[config.mk]
export PLATFORM = sky130hd
export DESIGN_NAME = imem_loader
export DESIGN_NICKNAME = d
export VERILOG_FILES = /design/src/rtl/cpu_pkg.sv /design/src/rtl/byte_to_word_packer.sv /design/src/rtl/imem_loader.sv
export SDC_FILE = /design/constraint.sdc
export NUM_CORES = 1
export LEC_CHECK = 0
export BUFFER_PORTS_ARGS = -buffer_cell sky130_fd_sc_hd__buf_2
export CAP_MARGIN = 30
export CORE_MARGIN = 8
export CORE_UTILIZATION = 45
export DETAILED_ROUTE_END_ITERATION = 16
export PLACE_DENSITY_LB_ADDON = 0.3
export SLEW_MARGIN = 15
export SYNTH_ARGS = -nofsm -noshare
export SYNTH_HDL_FRONTEND = slang
export SYNTH_SLANG_ARGS = --single-unit
[constraint.sdc]
create_clock -name clk -period 2.7 [get_ports clk]
set_clock_uncertainty 0.05 [all_clocks]
set_input_delay 0.27 -clock clk [delete_from_list [all_inputs] [get_ports clk]]
set_output_delay 0.27 -clock clk [all_outputs]
set_load 0.03 [all_outputs]
[src/rtl/cpu_pkg.sv]
// Shared CPU definitions: instruction memory geometry and loader state encoding.
package cpu_pkg;

  localparam int unsigned IMEM_ADDR_WIDTH = 10;
  localparam int unsigned IMEM_DEPTH      = 1024;
  localparam int unsigned XLEN            = 32;

  typedef enum logic [2:0] {
    StIdle,
    StLenLo,
    StLenHi,
    StData,
    StDone,
    StErr
  } loader_state_e;

endpackage

[src/rtl/byte_to_word_packer.sv]
// Assembles four bytes, little-endian, into one XLEN word; word_valid pulses
// combinationally with the fourth accepted byte.
module byte_to_word_packer
  import cpu_pkg::*;
(
  input  logic            clk,
  input  logic            reset_n,
  input  logic            clear,
  input  logic            byte_valid,
  input  logic [7:0]      byte_data,
  output logic            word_valid,
  output logic [XLEN-1:0] word
);

  logic [1:0]  idx_q, idx_d;
  logic [23:0] buf_q, buf_d;

  always_ff @(posedge clk or negedge reset_n) begin
    if (!reset_n) begin
      idx_q <= 2'd0;
      buf_q <= 24'd0;
    end else begin
      idx_q <= idx_d;
      buf_q <= buf_d;
    end
  end

  always_comb begin
    idx_d = idx_q;
    buf_d = buf_q;
    if (clear) begin
      idx_d = 2'd0;
    end else if (byte_valid) begin
      idx_d = idx_q + 2'd1;
      unique case (idx_q)
        2'd0: buf_d[7:0]   = byte_data;
        2'd1: buf_d[15:8]  = byte_data;
        2'd2: buf_d[23:16] = byte_data;
        2'd3: buf_d        = buf_q;
      endcase
    end
  end

  // The fourth byte bypasses the buffer straight into the top lane.
  assign word_valid = byte_valid && !clear && (idx_q == 2'd3);
  assign word       = {byte_data, buf_q};

endmodule

[src/rtl/imem_loader.sv]
// Streams a length-prefixed program into instruction memory one word at a time,
// holding the CPU in reset until the load completes.
module imem_loader
  import cpu_pkg::*;
#(
  parameter int unsigned ADDR_WIDTH = IMEM_ADDR_WIDTH,
  parameter int unsigned LEN_WIDTH  = 16
) (
  input  logic                  clk,
  input  logic                  reset_n,
  input  logic                  start,
  input  logic                  in_valid,
  input  logic [7:0]            in_data,
  output logic                  in_ready,
  output logic                  mem_we,
  output logic [ADDR_WIDTH-1:0] mem_addr,
  output logic [XLEN-1:0]       mem_wdata,
  output logic                  cpu_hold,
  output logic                  done,
  output logic                  error
);

  localparam int unsigned DEPTH = 2 ** ADDR_WIDTH;

  loader_state_e         state_q, state_d;
  logic [7:0]            len_lo_q, len_lo_d;
  logic [LEN_WIDTH-1:0]  len_q, len_d;
  logic [ADDR_WIDTH-1:0] word_idx_q, word_idx_d;
  logic                  mem_we_q, mem_we_d;
  logic [ADDR_WIDTH-1:0] mem_addr_q, mem_addr_d;
  logic [XLEN-1:0]       mem_wdata_q, mem_wdata_d;

  logic            accept;
  logic [15:0]     header_len;
  logic            last_word;
  logic            pack_clear;
  logic            pack_valid;
  logic            word_valid;
  logic [XLEN-1:0] word;

  byte_to_word_packer u_packer (
    .clk        (clk),
    .reset_n    (reset_n),
    .clear      (pack_clear),
    .byte_valid (pack_valid),
    .byte_data  (in_data),
    .word_valid (word_valid),
    .word       (word)
  );

  always_ff @(posedge clk or negedge reset_n) begin
    if (!reset_n) begin
      state_q     <= StIdle;
      len_lo_q    <= 8'd0;
      len_q       <= '0;
      word_idx_q  <= '0;
      mem_we_q    <= 1'b0;
      mem_addr_q  <= '0;
      mem_wdata_q <= '0;
    end else begin
      state_q     <= state_d;
      len_lo_q    <= len_lo_d;
      len_q       <= len_d;
      word_idx_q  <= word_idx_d;
      mem_we_q    <= mem_we_d;
      mem_addr_q  <= mem_addr_d;
      mem_wdata_q <= mem_wdata_d;
    end
  end

  assign in_ready   = (state_q == StLenLo) || (state_q == StLenHi) || (state_q == StData);
  assign accept     = in_valid && in_ready;
  assign pack_valid = accept && (state_q == StData);
  assign header_len = {in_data, len_lo_q};
  assign last_word  = (LEN_WIDTH'(word_idx_q) == len_q - LEN_WIDTH'(1));

  always_comb begin
    state_d     = state_q;
    len_lo_d    = len_lo_q;
    len_d       = len_q;
    word_idx_d  = word_idx_q;
    mem_we_d    = 1'b0;
    mem_addr_d  = mem_addr_q;
    mem_wdata_d = mem_wdata_q;
    pack_clear  = 1'b0;
    case (state_q)
      StIdle, StDone, StErr: begin
        if (start) begin
          state_d    = StLenLo;
          word_idx_d = '0;
          pack_clear = 1'b1;
        end
      end
      StLenLo: begin
        if (accept) begin
          len_lo_d = in_data;
          state_d  = StLenHi;
        end
      end
      StLenHi: begin
        if (accept) begin
          len_d = LEN_WIDTH'(header_len);
          if (header_len == 16'd0) begin
            state_d = StDone;
          end else if (32'(header_len) > DEPTH) begin
            state_d = StErr;
          end else begin
            state_d = StData;
          end
        end
      end
      StData: begin
        if (word_valid) begin
          mem_we_d    = 1'b1;
          mem_addr_d  = word_idx_q;
          mem_wdata_d = word;
        end
        // Retire the word as its write pulse ends; the last one ends the load.
        if (mem_we_q) begin
          word_idx_d = word_idx_q + ADDR_WIDTH'(1);
          if (last_word) begin
            state_d = StDone;
          end
        end
      end
      default: state_d = StIdle;
    endcase
  end

  assign mem_we    = mem_we_q;
  assign mem_addr  = mem_addr_q;
  assign mem_wdata = mem_wdata_q;
  assign cpu_hold  = (state_q != StDone);
  assign done      = (state_q == StDone);
  assign error     = (state_q == StErr);

endmodule

; Word level (Yosys, flattened, before mapping)
; Index checks and enable logic that the tools add are counted.
[op_classes]
addsub = 3
magnitude_cmp = 1
eq_ne = 15
mux = 17
bitwise = 1
n_reduce_logical = 21
[ops]
columns = operator, n
row1 = 3-bit two-way mux, 7
row2 = 10-bit two-way mux, 2
row3 = 10-bit case mux with 2 select lines, 1
row4 = 10-bit by 16-bit equality test with 1-bit output, 1
row5 = "16-bit by 11-bit greater-than comparator with 1-bit output, second input constant", 1
row6 = 16-bit logical NOT, 1
row7 = "16-bit by 1-bit subtractor with 16-bit output, second input constant", 1
row8 = 3-bit case mux with 4 select lines, 1
row9 = 3-bit AND reduction, 4
row10 = "10-bit by 1-bit adder with 10-bit output, second input constant", 1
row11 = "2-bit != test, second input constant", 5
row12 = "3-bit by 2-bit equality test with 1-bit output, second input constant", 2
row13 = "3-bit equality test, second input constant", 2
row14 = 2-bit AND reduction, 3
row15 = 5-bit AND reduction, 1
row16 = "2-bit equality test, second input constant", 2
row17 = 1-bit logical AND, 4
row18 = 1-bit two-way mux, 4
row19 = 2-bit two-way mux, 2
row20 = 2-bit nonzero test, 2
row21 = "3-bit by 1-bit equality test with 1-bit output, second input constant", 1
row22 = 3-bit logical NOT, 1
row23 = "3-bit != test, second input constant", 1
row24 = 3-bit OR reduction, 1
row25 = other kinds (6), 7
[totals]
reg_bits = 106

; Logic depth before layout (Yosys ltp)
; Gate-level depths: netlist (run 1).
[depth]
depth_word = 9
ltp_mapped = 8

; Modules after synthesis
; Synthesis (run 1) repeated with hierarchy kept, for this count alone.
[hier_totals]
hier_cells = 396
area_unflattened_um2 = 4988.5
[by_module_without_submodules]
columns = mod, instances, cells_per_inst, area_each_um2, seq_area_each_um2
row1 = imem_loader, 1, 323, 3838.7, 2001.9
row2 = byte_to_word_packer, 1, 73, 1149.9, 650.6

; Least setup slack after synthesis (run 1)
; OpenSTA, ideal clock, no wires.
[synth_path]
path_type = register to register
from = reg len_q[2]
to = reg state_q[2]
arrival_ps = 2439
t_required_ps = 2585
setup_slack_ps = 146
stages_incl_launch_ff = 9
n_path_buf = 2
period_less_slack_ps = 2554
cell_sequence = dfrtp_1 -> buf_6 -> or4_4 -> buf_6 -> o41ai_4 -> o211ai_1 -> or4_4 -> nor4b_4 -> o21ba_1
[synth_between]
elab_chain_cells = 4
[synth_rtl]
columns = item, line
row1 = from (decl), imem_loader.sv:27  ; logic [LEN_WIDTH-1:0] len_q, len_d;
row2 = from (signal assigned), imem_loader.sv:63  ; len_q <= len_d;
row3 = 16-bit by 1-bit subtractor with 16-bit output, imem_loader.sv:75  ; assign last_word = (LEN_WIDTH'(word_idx_q) == len_q - LEN_WIDTH'(1));
row4 = 10-bit by 16-bit equality test with 1-bit output, imem_loader.sv:75
row5 = 2-bit != test (no line), n/a
row6 = 5-bit AND reduction (no line), n/a
row7 = to (signal assigned), imem_loader.sv:53  ; state_q <= StIdle;
row8 = to (signal assigned), imem_loader.sv:61  ; state_q <= state_d;
row9 = to (decl), imem_loader.sv:25  ; loader_state_e state_q, state_d;
; No other way between the ends.
; A chain may end at the register's enable or synchronous reset.

; Worst setup path after layout (run 1)
[layout_path]
from = reg len_q[1]
to = reg state_q[2]
; Same word-level chain as after synthesis.

==> results.toml, run 1 <==
[run_status]
status = "finished, final reports clean"

[logic_synthesis]
synth_most_common_cell = "dfrtp_1"
synth-edff-count = 0
synth_warnings = 0
synth_top_cell_by_area = "dfrtp_1"
synth_common_cells = "106 x dfrtp_1, 87 x mux2_2, 17 x nor2_1"
postSynthAreaPerCell_um2 = 12.45
ys.flop_type = "dfrtp_1"
synth_nets = 418
synth.distinct_cells = 58
ys_ff_latch = 106
ys_seq_area_share_pct = 53.25
yosysTopAreaCellShare_pct = 53.25
synthArstFlopShare_pct = 100.0
yosys-top-cells-area = "dfrtp_1 53%, mux2_2 20%, ha_1 1.5%"
netlist_area_um2 = 4981
synthCells = 400

[sta]
worst_hold_slack_ns = 0.2049
rsz0062_at_grt = "no"
max_slew_margin_pct = 50.66
slew_viol_final = 0
fmax_mhz = 379.6
fin_crit_sh_pct = 97.56
max_slew.worst_pin.slew_ns = 0.7402
finalHoldViolCount = 0
finalSetupViolations = 0
period_needed_ns = 2.634

[global_route]
grt_pass1_vias = 3523
grt_max_degree = 60
grt_pass1_wl_um = 18550
overflow = 0
gr-usage-all-layers_pct = 15.91
antenna_found_initial = 0

[routing]
firstDrtPassIters = 4
drt_iter0_markers = 115
routedWlPerCell_um = 18.05
routed_wl_um = 11190
drtAntennaViolNets = 0
remaining_drc_errors = 0
via_per_inst = 5.492
via_count = 3405

[die]
row_count = 38
die-area_um2 = 14690
fp.dieW_um = 121.2
die_h_um = 121.2
core-area_um2 = 10840
ios = 59
initial_utilization_pct = 45.95

[flow_run]
maxCapViolations = 0

[power]
finalPower_mw = 5.546
power_density_nw_per_um2 = 955.8
max-vdd-ir-drop_mv = 0.3741
power.leakage_nw = 2.848

[setup_path]
endpoint_kind = "register"
critPathLaunchType = "register"
cp.arrival_ns = 2.91
critPathRequiredTime_ns = 2.98
crit_type = "register to register"
crit_fanout = 6

[placed_design]
dp_hpwl_um = 8098
gp_congestion = 0.8619
dp_cells = 602
port_buffers = 58
placed_cell_area_um2 = 5547

[cells_and_area]
drive_gt1_share_pct = 42.71
final_core_util_pct = 53.52
finalNetCount = 493
syn_to_final_growth_pct = 16.48
stdcell_area_um2 = 5802
finalNonFillerCells = 620
antenna_cells = 0

[clock_tree]
clk_latency_ns = 0.38
clockBufferDepth = 2
cts_sinks = 106
clkTransAtPathRegs_ns = 0.11
htreeDepth = 3
cts_tree = "done"
cts_root_buf = "clkbuf_8"
cts_buffers = 9

[worst_hold_path]
hold_path_class = "input port to register"
## path summary, 6_finish.rpt
check                       startpoint                 to  slack, ns  depth (start not counted)
min in group asynchronous      reset_n      mem_wdata[12]       0.45                          2
setup reg to reg              len_q[1]         state_q[2]       0.07                          6
max in group asynchronous      reset_n           len_q[1]       1.44                          3
setup / recovery              len_q[1]         state_q[2]       0.07                          6
hold / removal              in_data[0]  u_packer.buf_q[8]       0.20                          2
hold reg to reg            mem_addr[8]        mem_addr[8]       0.43                          2
## power by group
| group | switching [mW] | internal [mW] | leakage [nW] |
|---|---|---|---|
| sequential | 0.357 | 2.03 | 1.40 |
| combinational | 1.09 | 1.01 | 1.34 |
| clock | 0.591 | 0.475 | 0.108 |
## cells by family after synthesis
logic type | count (synthesis) | share of synthesized area (%)
AO/OA/AOI/OAI | 56 | 8.214
XOR/XNOR | 13 | 2.286
adder cells (fa/ha/maj) | 6 | 1.507
buffers and inverters | 28 | 2.487
flip-flops | 106 | 53.25
multiplexers | 89 | 20.07
AND/OR/NAND/NOR | 102 | 12.18
## sequential cells by signal, summed over array words and instances, names as in the netlist
register        flops
mem_we              1
mem_addr           10
u_packer.idx_q      2
word_idx_q         10
state_q             3
mem_wdata          32
len_q              16
len_lo_q            8
u_packer.buf_q     24
## per-stage QoR
stage | setup TNS (ns) | worst slack (ns)
2_1_floorplan | 0 | 0.1457
4_1_cts | 0 | 0.006655
3_5_place_dp | -0.03416 | -0.02600
3_3_place_gp | 0 | 0.04358
6_report | 0 | 0.06583
5_1_grt | 0 | 0.01402
## cell usage in the layout, fill, tap and decap left out, types with 3 or more instances in the layout
cell / count
a21oi_1: 10
and2_1: 3
and3_1: 4
and3b_1: 4
buf_2: 57
buf_4: 24
clkbuf_8: 10
dfrtp_1: 105
ha_1: 6
inv_1: 9
mux2_2: 87
nand2_1: 13
nand2b_1: 4
nand3_1: 5
nand4_1: 5
nor2_1: 17
nor2b_1: 3
nor3_1: 14
nor4_1: 5
o2111ai_1: 3
o21ai_0: 14
o21bai_1: 4
or3_1: 3
or3b_2: 3
or4_1: 3
or4_4: 3
xnor2_1: 5
xor2_1: 8
## cell type report
class	instances	area, um2
fillers	970	5039
inverters	9	33.78
well taps	140	175.2
repair buffers	83	495.5
clock inverters	6	82.58
clock buffers	10	137.6
flip-flops and latches	106	2654
multi-input cells	266	2223
## timing repair
action | in CTS | in global routing
hold buffers | 1 | 0
endpoints found under the hold margin | 57 | 0
setup endpoints to repair | 2 | 3
gates cloned | 0 | 0
setup buffers | 0 | 1
pin swaps | 0 | 2
gates resized for setup | 1 | 6
## metal layers
metal  track usage (%)  vias to the layer above  wire length [um]
li1                  -                     1616                 -
met1             20.63                     1735              5042
met2             26.46                       44              5678
met3             2.978                       10               343
met4             4.857                        0               127
met5                 0                        -                 0
## worst max-delay path, stage by stage, from the launching register on
cell and delay (ns):
dfrtp_2 0.45, or4_4 0.57, o41ai_2 0.39, nand3_1 0.12, or4_4 0.53, nor4b_4 0.31
o21ba_1 0.18
Note: power is estimated with default switching activity, not from simulation.
==> run 2: changes to the inputs <==
--- a/config.mk
+++ b/config.mk
@@ -9,6 +9,7 @@
 export CAP_MARGIN = 30
 export CORE_MARGIN = 8
 export CORE_UTILIZATION = 45
+export CTS_BUF_LIST = sky130_fd_sc_hd__clkbuf_4
 export DETAILED_ROUTE_END_ITERATION = 16
 export PLACE_DENSITY_LB_ADDON = 0.3
 export SLEW_MARGIN = 15
==> run 2 against run 1 <==
  * Sequential share of layout area is 0.53 points higher
  * Highest routed layer unchanged
  * Worst hold slack worse by 0.11 ns
  * Final cell count stayed put
  * Global-route usage is 0.29 points higher
  * Sequential power hardly changed
  * Critical endpoint unchanged
  * Combinational power hardly changed
  * Wire length is 0.49% higher
  * Worst setup slack better by 0.0086 ns
  * Clock power is 18% lower
  * Non-clock buffer count stayed put
==> results.toml, run 2 (synthesized netlist as in run 1, its figures left out) <==
[setup_path]
crit_fanout = 6
path_common_cell = "or4_4"
cpPeakStageDelay_ns = 0.57
cp.arrival_ns = 3.00
path_cells = "or4_4, o41ai_2, nand3_1, or4_4, nor4b_4, o21ba_1"
critPathTopFamily = "simple AND/OR/NAND/NOR gates"
r2r_slack_ns = 0.07
crit_type = "register to register"
cp_num_buf_inv = 0
slowest_stage = "or4_4"
endpoint_kind = "register"
critPathRequiredTime_ns = 3.08
critPathLaunchType = "register"

[placed_design]
dp_slack_ns = -0.02600
dp_hpwl_um = 8098
placed_cell_area_um2 = 5547
port_buffers = 58
gp_congestion = 0.8619

[flow_run]
maxCapViolations = 0

[routing]
remaining_drc_errors = 0
routed_wl_um = 11250
firstDrtPassIters = 4
drtAntennaViolNets = 0
drt_iter0_markers = 126
via_count = 3409
routedWlPerCell_um = 18.14
via_per_inst = 5.498

[cells_and_area]
finalNetCount = 493
fillers = 974
layout_common_cells = "105 x dfrtp_1, 87 x mux2_2, 57 x buf_2, 24 x buf_4, 17 x nor2_1"
syn_to_final_growth_pct = 15.15
largest_reg_flops = 32
stdcell_area_um2 = 5736
antenna_cells = 0
final_common_cell = "dfrtp_1"
drive_gt1_share_pct = 42.50

[clock_tree]
htreeDepth = 3
cts_buffers = 9
cts_root_buf = "clkbuf_4"
cts_sinks = 106
cts_tree = "done"
clkTransAtPathRegs_ns = 0.19
clockBufferDepth = 2
clk_latency_ns = 0.47

[die]
row_count = 38
core-area_um2 = 10840
fp.dieW_um = 121.2
ios = 59
die-area_um2 = 14690
die_h_um = 121.2
initial_utilization_pct = 45.95

[sta]
finalHoldViolCount = 0
max_slew_margin_pct = 51.15
max_slew.worst_pin.slew_ns = 0.7328
fmax_mhz = 380.9
period_needed_ns = 2.626
setup_ws_ns = 0.07446
slew_viol_final = 0
rsz0062_at_grt = "no"
fin_crit_sh_pct = 97.24
finalSetupViolations = 0
setup_tns_ns = 0

[global_route]
grt_pass1_vias = 3556
antenna_found_initial = 0
grt_pass1_wl_um = 18690
gr-usage-all-layers_pct = 16.19
grt_max_degree = 60
overflow = 0

[power]
max-vdd-ir-drop_mv = 0.3766
power_density_nw_per_um2 = 933.9
power.leakage_nw = 2.819

[run_status]
status = "finished, final reports clean"

[worst_hold_path]
hold_path_class = "input port to register"
[run 2: worst reg2reg max path, delay by kind of cell, from the launching register on]
family / cells / cell delay, ns
simple gates: 4 / 1.52
compound gates: 2 / 0.57
flops: 1 / 0.47
[run 2: per-layer routing]
layer	track usage [%]	routed length, um	share of wire [%]	vias up
met1	20.86	5036	45	1729
met3	2.978	347	3.1	15
met2	26.36	5666	50	47
met5	0	0	0	-
met4	6.708	196	1.7	0
li1	-	-	-	1618
[run 2: where the power goes]
part / total, mW / internal (mW) / switching [mW] / leakage (nW)
clock network: 0.876 / 0.300 / 0.575 / 0.0793
registers: 2.38 / 2.02 / 0.359 / 1.40
logic: 2.10 / 1.01 / 1.09 / 1.34
total: 5.36 / 3.33 / 2.02 / 2.82
[run 2: final cells by class]
type                       instances  area (um2)  area share, %
multi-input combinational        266        2223          38.77
clock buffer                       9       67.56          1.178
inverter                           9       33.78         0.5890
timing repair buffer              83       495.5          8.639
tap                              140       175.2          3.054
sequential                       106        2654          46.27
clock inverter                     7       86.33          1.505
[run 2: final timing paths]
kind	from	end	cells after the start
hold / removal	in_data[0]	u_packer.buf_q[0]	2
setup / recovery	len_q[1]	state_q[2]	6
setup reg to reg	len_q[1]	state_q[2]	6
max in group asynchronous	reset_n	len_q[1]	3
min in group asynchronous	reset_n	mem_wdata[25]	2
hold reg to reg	u_packer.buf_q[3]	mem_wdata[3]	1
[run 2: repair_timing]
item | 4_1_cts | 5_1_grt
cloned | 0 | 0
pin swaps | 0 | 2
hold buffers | 1 | 0
gates resized for setup | 2 | 5
setup endpoints to repair | 2 | 3
hold endpoints to repair | 57 | 0
setup buffers | 0 | 1
[run 2: metrics by stage]
stage / hold WS (ns) / instances / util [%] / total power [mW]
floorplan: -0.07559 / 400 / - / 3.799
global placement: 0.3241 / 602 / 51.17 / 4.412
detailed placement: 0.3312 / 602 / 51.17 / 4.478
CTS: 0.08253 / 619 / 52.68 / 5.353
global route: 0.06496 / 620 / 52.91 / 5.699
finish: 0.09468 / 620 / 52.91 / 5.356
==> run 3: changes to the inputs <==
==> constraint.sdc (replaced) <==
create_clock -name clk -period 2.7 [get_ports clk]
set_clock_uncertainty 0.05 [all_clocks]
set_input_delay 0.135 -clock clk [delete_from_list [all_inputs] [get_ports clk]]
set_output_delay 0.135 -clock clk [all_outputs]
set_load 0.03 [all_outputs]
==> run 3 against run 2 <==
  * Via count increased by 0.44%
  * Worst hold slack got worse by 0.043 ns
  * Non-clock buffer count increased by 7
  * Global-route usage decreased by 0.51 points
  * Wire length decreased by 2.8%
  * Combinational power increased by 2%
  * Critical path depth increased by 1
  * Design area increased by 0.59%
  * Total power decreased by 2.4%
  * Largest cell class unchanged
==> results.toml, run 3 (synthesized netlist as in run 1, its figures left out) <==
[placed_design]
port_buffers = 58
gp_congestion = 0.8453
placed_cell_area_um2 = 5539
dp_hpwl_um = 7841
dp_slack_ns = -0.007034

[cells_and_area]
syn_to_final_growth_pct = 15.83
final_common_cell = "dfrtp_1"
drive_gt1_share_pct = 41.98
fillers = 951
antenna_cells = 0
largest_reg_flops = 32
finalNetCount = 500
stdcell_area_um2 = 5769
layout_common_cells = "106 x dfrtp_1, 87 x mux2_2, 57 x buf_2, 24 x buf_4, 17 x nor2_1"

[sta]
period_needed_ns = 2.591
finalHoldViolCount = 0
finalSetupViolations = 0
slew_viol_final = 0
setup_ws_ns = 0.1087
fin_crit_sh_pct = 95.97
max_slew_margin_pct = 55.28
fmax_mhz = 385.9
rsz0062_at_grt = "no"
max_slew.worst_pin.slew_ns = 0.6708

[power]
p_comb_share_pct = 41.0
power.leakage_nw = 2.843
power.net_switching_mw = 1.973
p_int_mw = 3.256
sw_frac_of_total_pct = 37.73
finalPower_mw = 5.229
p_seq_share_pct = 45.3
power.share.clock_pct = 13.7
power_density_nw_per_um2 = 906.4
max-vdd-ir-drop_mv = 0.3946

[global_route]
gr-usage-all-layers_pct = 15.68
antenna_found_initial = 0
grt_max_degree = 56
grt_pass1_vias = 3601
grt_pass1_wl_um = 18230
overflow = 0

[setup_path]
r2r-end = "state_q[2]"
endpoint_kind = "register"
cpPeakStageDelay_ns = 0.61
path_cells = "or4_4, buf_4, or4_1, a21oi_2, nor2_1, nor4b_4, o21ba_1"
critPathRequiredTime_ns = 3.06
cp.arrival_ns = 2.96
slowest_stage = "or4_4"
crit_fanout = 8
timing.rr.start = "len_q[2]"
cp_num_buf_inv = 1
critPathTopFamily = "simple AND/OR/NAND/NOR gates"
r2r_cells = 7
critPathLaunchType = "register"
r2r_slack_ns = 0.11
crit_type = "register to register"

[worst_hold_path]
hold_end = "u_packer.buf_q[3]"
worstHoldPathCells = 2
hold_path_class = "input port to register"
min-delay-start = "in_data[3]"

[clock_tree]
htreeDepth = 3
cts_buffers = 9
cts_tree = "done"
cts_sinks = 106
clockBufferDepth = 2
clk_latency_ns = 0.46
cts_root_buf = "clkbuf_4"
clkTransAtPathRegs_ns = 0.16

[routing]
via_count = 3424
firstDrtPassIters = 4
via_per_inst = 5.470
drtAntennaViolNets = 0
drt_iter0_markers = 186
remaining_drc_errors = 0
routedWlPerCell_um = 17.47
routed_wl_um = 10940

[die]
die_h_um = 121.2
row_count = 38
core-area_um2 = 10840
fp.dieW_um = 121.2
initial_utilization_pct = 45.95
ios = 59
die-area_um2 = 14690

[run_status]
status = "finished, final reports clean"

[flow_run]
maxCapViolations = 0
==> run 3: cell type report <==
cell class | instances | area, um2 | share of cell area, %
clock inverters | 6 | 42.54 | 0.7374
multi-input cells | 266 | 2237 | 38.78
inverters | 9 | 33.78 | 0.5856
well taps | 140 | 175.2 | 3.036
repair buffers | 90 | 560.5 | 9.716
flip-flops and latches | 106 | 2653 | 45.98
clock buffers | 9 | 67.56 | 1.171
==> run 3: per-layer routing <==
layer | up-vias | track usage [%] | wire (um) | share of wire (%)
li1 | 1637 | - | - | -
met1 | 1731 | 19.82 | 5000 | 46
met2 | 44 | 26.36 | 5446 | 50
met3 | 12 | 2.885 | 348 | 3.2
met4 | 0 | 5.628 | 141 | 1.3
met5 | - | 0 | 0 | 0
==> run 3: worst reg2reg max path, cell delays in order (launching register included) <==
cell,delay [ns]
dfrtp_1,0.42
or4_4,0.61
buf_4,0.19
or4_1,0.52
a21oi_2,0.18
nor2_1,0.09
nor4b_4,0.34
o21ba_1,0.15
==> run 3: timing repair <==
action,in CTS,in global routing
gates resized for setup,1,8
hold buffers,7,0
cloned,0,0
setup endpoints to repair,2,3
endpoints found under the hold margin,83,0
pin swaps,0,4
buffers inserted,0,2
==> run 3: metrics by stage <==
stage	setup TNS (ns)	utilization, %	hold slack (ns)	cells
final	0	53.22	0.05214	626
after global routing	0	53.22	0.04254	626
after CTS	0	52.76	0.02489	623
after detailed placement	-0.007034	51.10	0.1603	601
after global placement	0	51.10	0.1523	601
after floorplan	0	-	-0.2106	400
==> run 3: power by group through the flow <==
stage	clock network [mW]	logic [mW]	registers (mW)
after detailed placement	0	2.06	2.41
final	0.716	2.15	2.37
after global placement	0	2.03	2.38
after global routing	0.794	2.33	2.43
after floorplan	0	1.36	2.44
after CTS	0.742	2.08	2.37
==> run 3: how the worst max path moves through the flow <==
stage	from	end	slack [ns]	depth (start not counted)
floorplan	len_q[2]	state_q[2]	0.15	8
CTS	len_q[1]	state_q[2]	0.02	8
global placement	len_q[1]	state_q[2]	0.09	6
detailed placement	len_q[1]	state_q[2]	-0.007	6
global route	len_q[2]	state_q[2]	0.002	6
finish	len_q[2]	state_q[2]	0.11	7
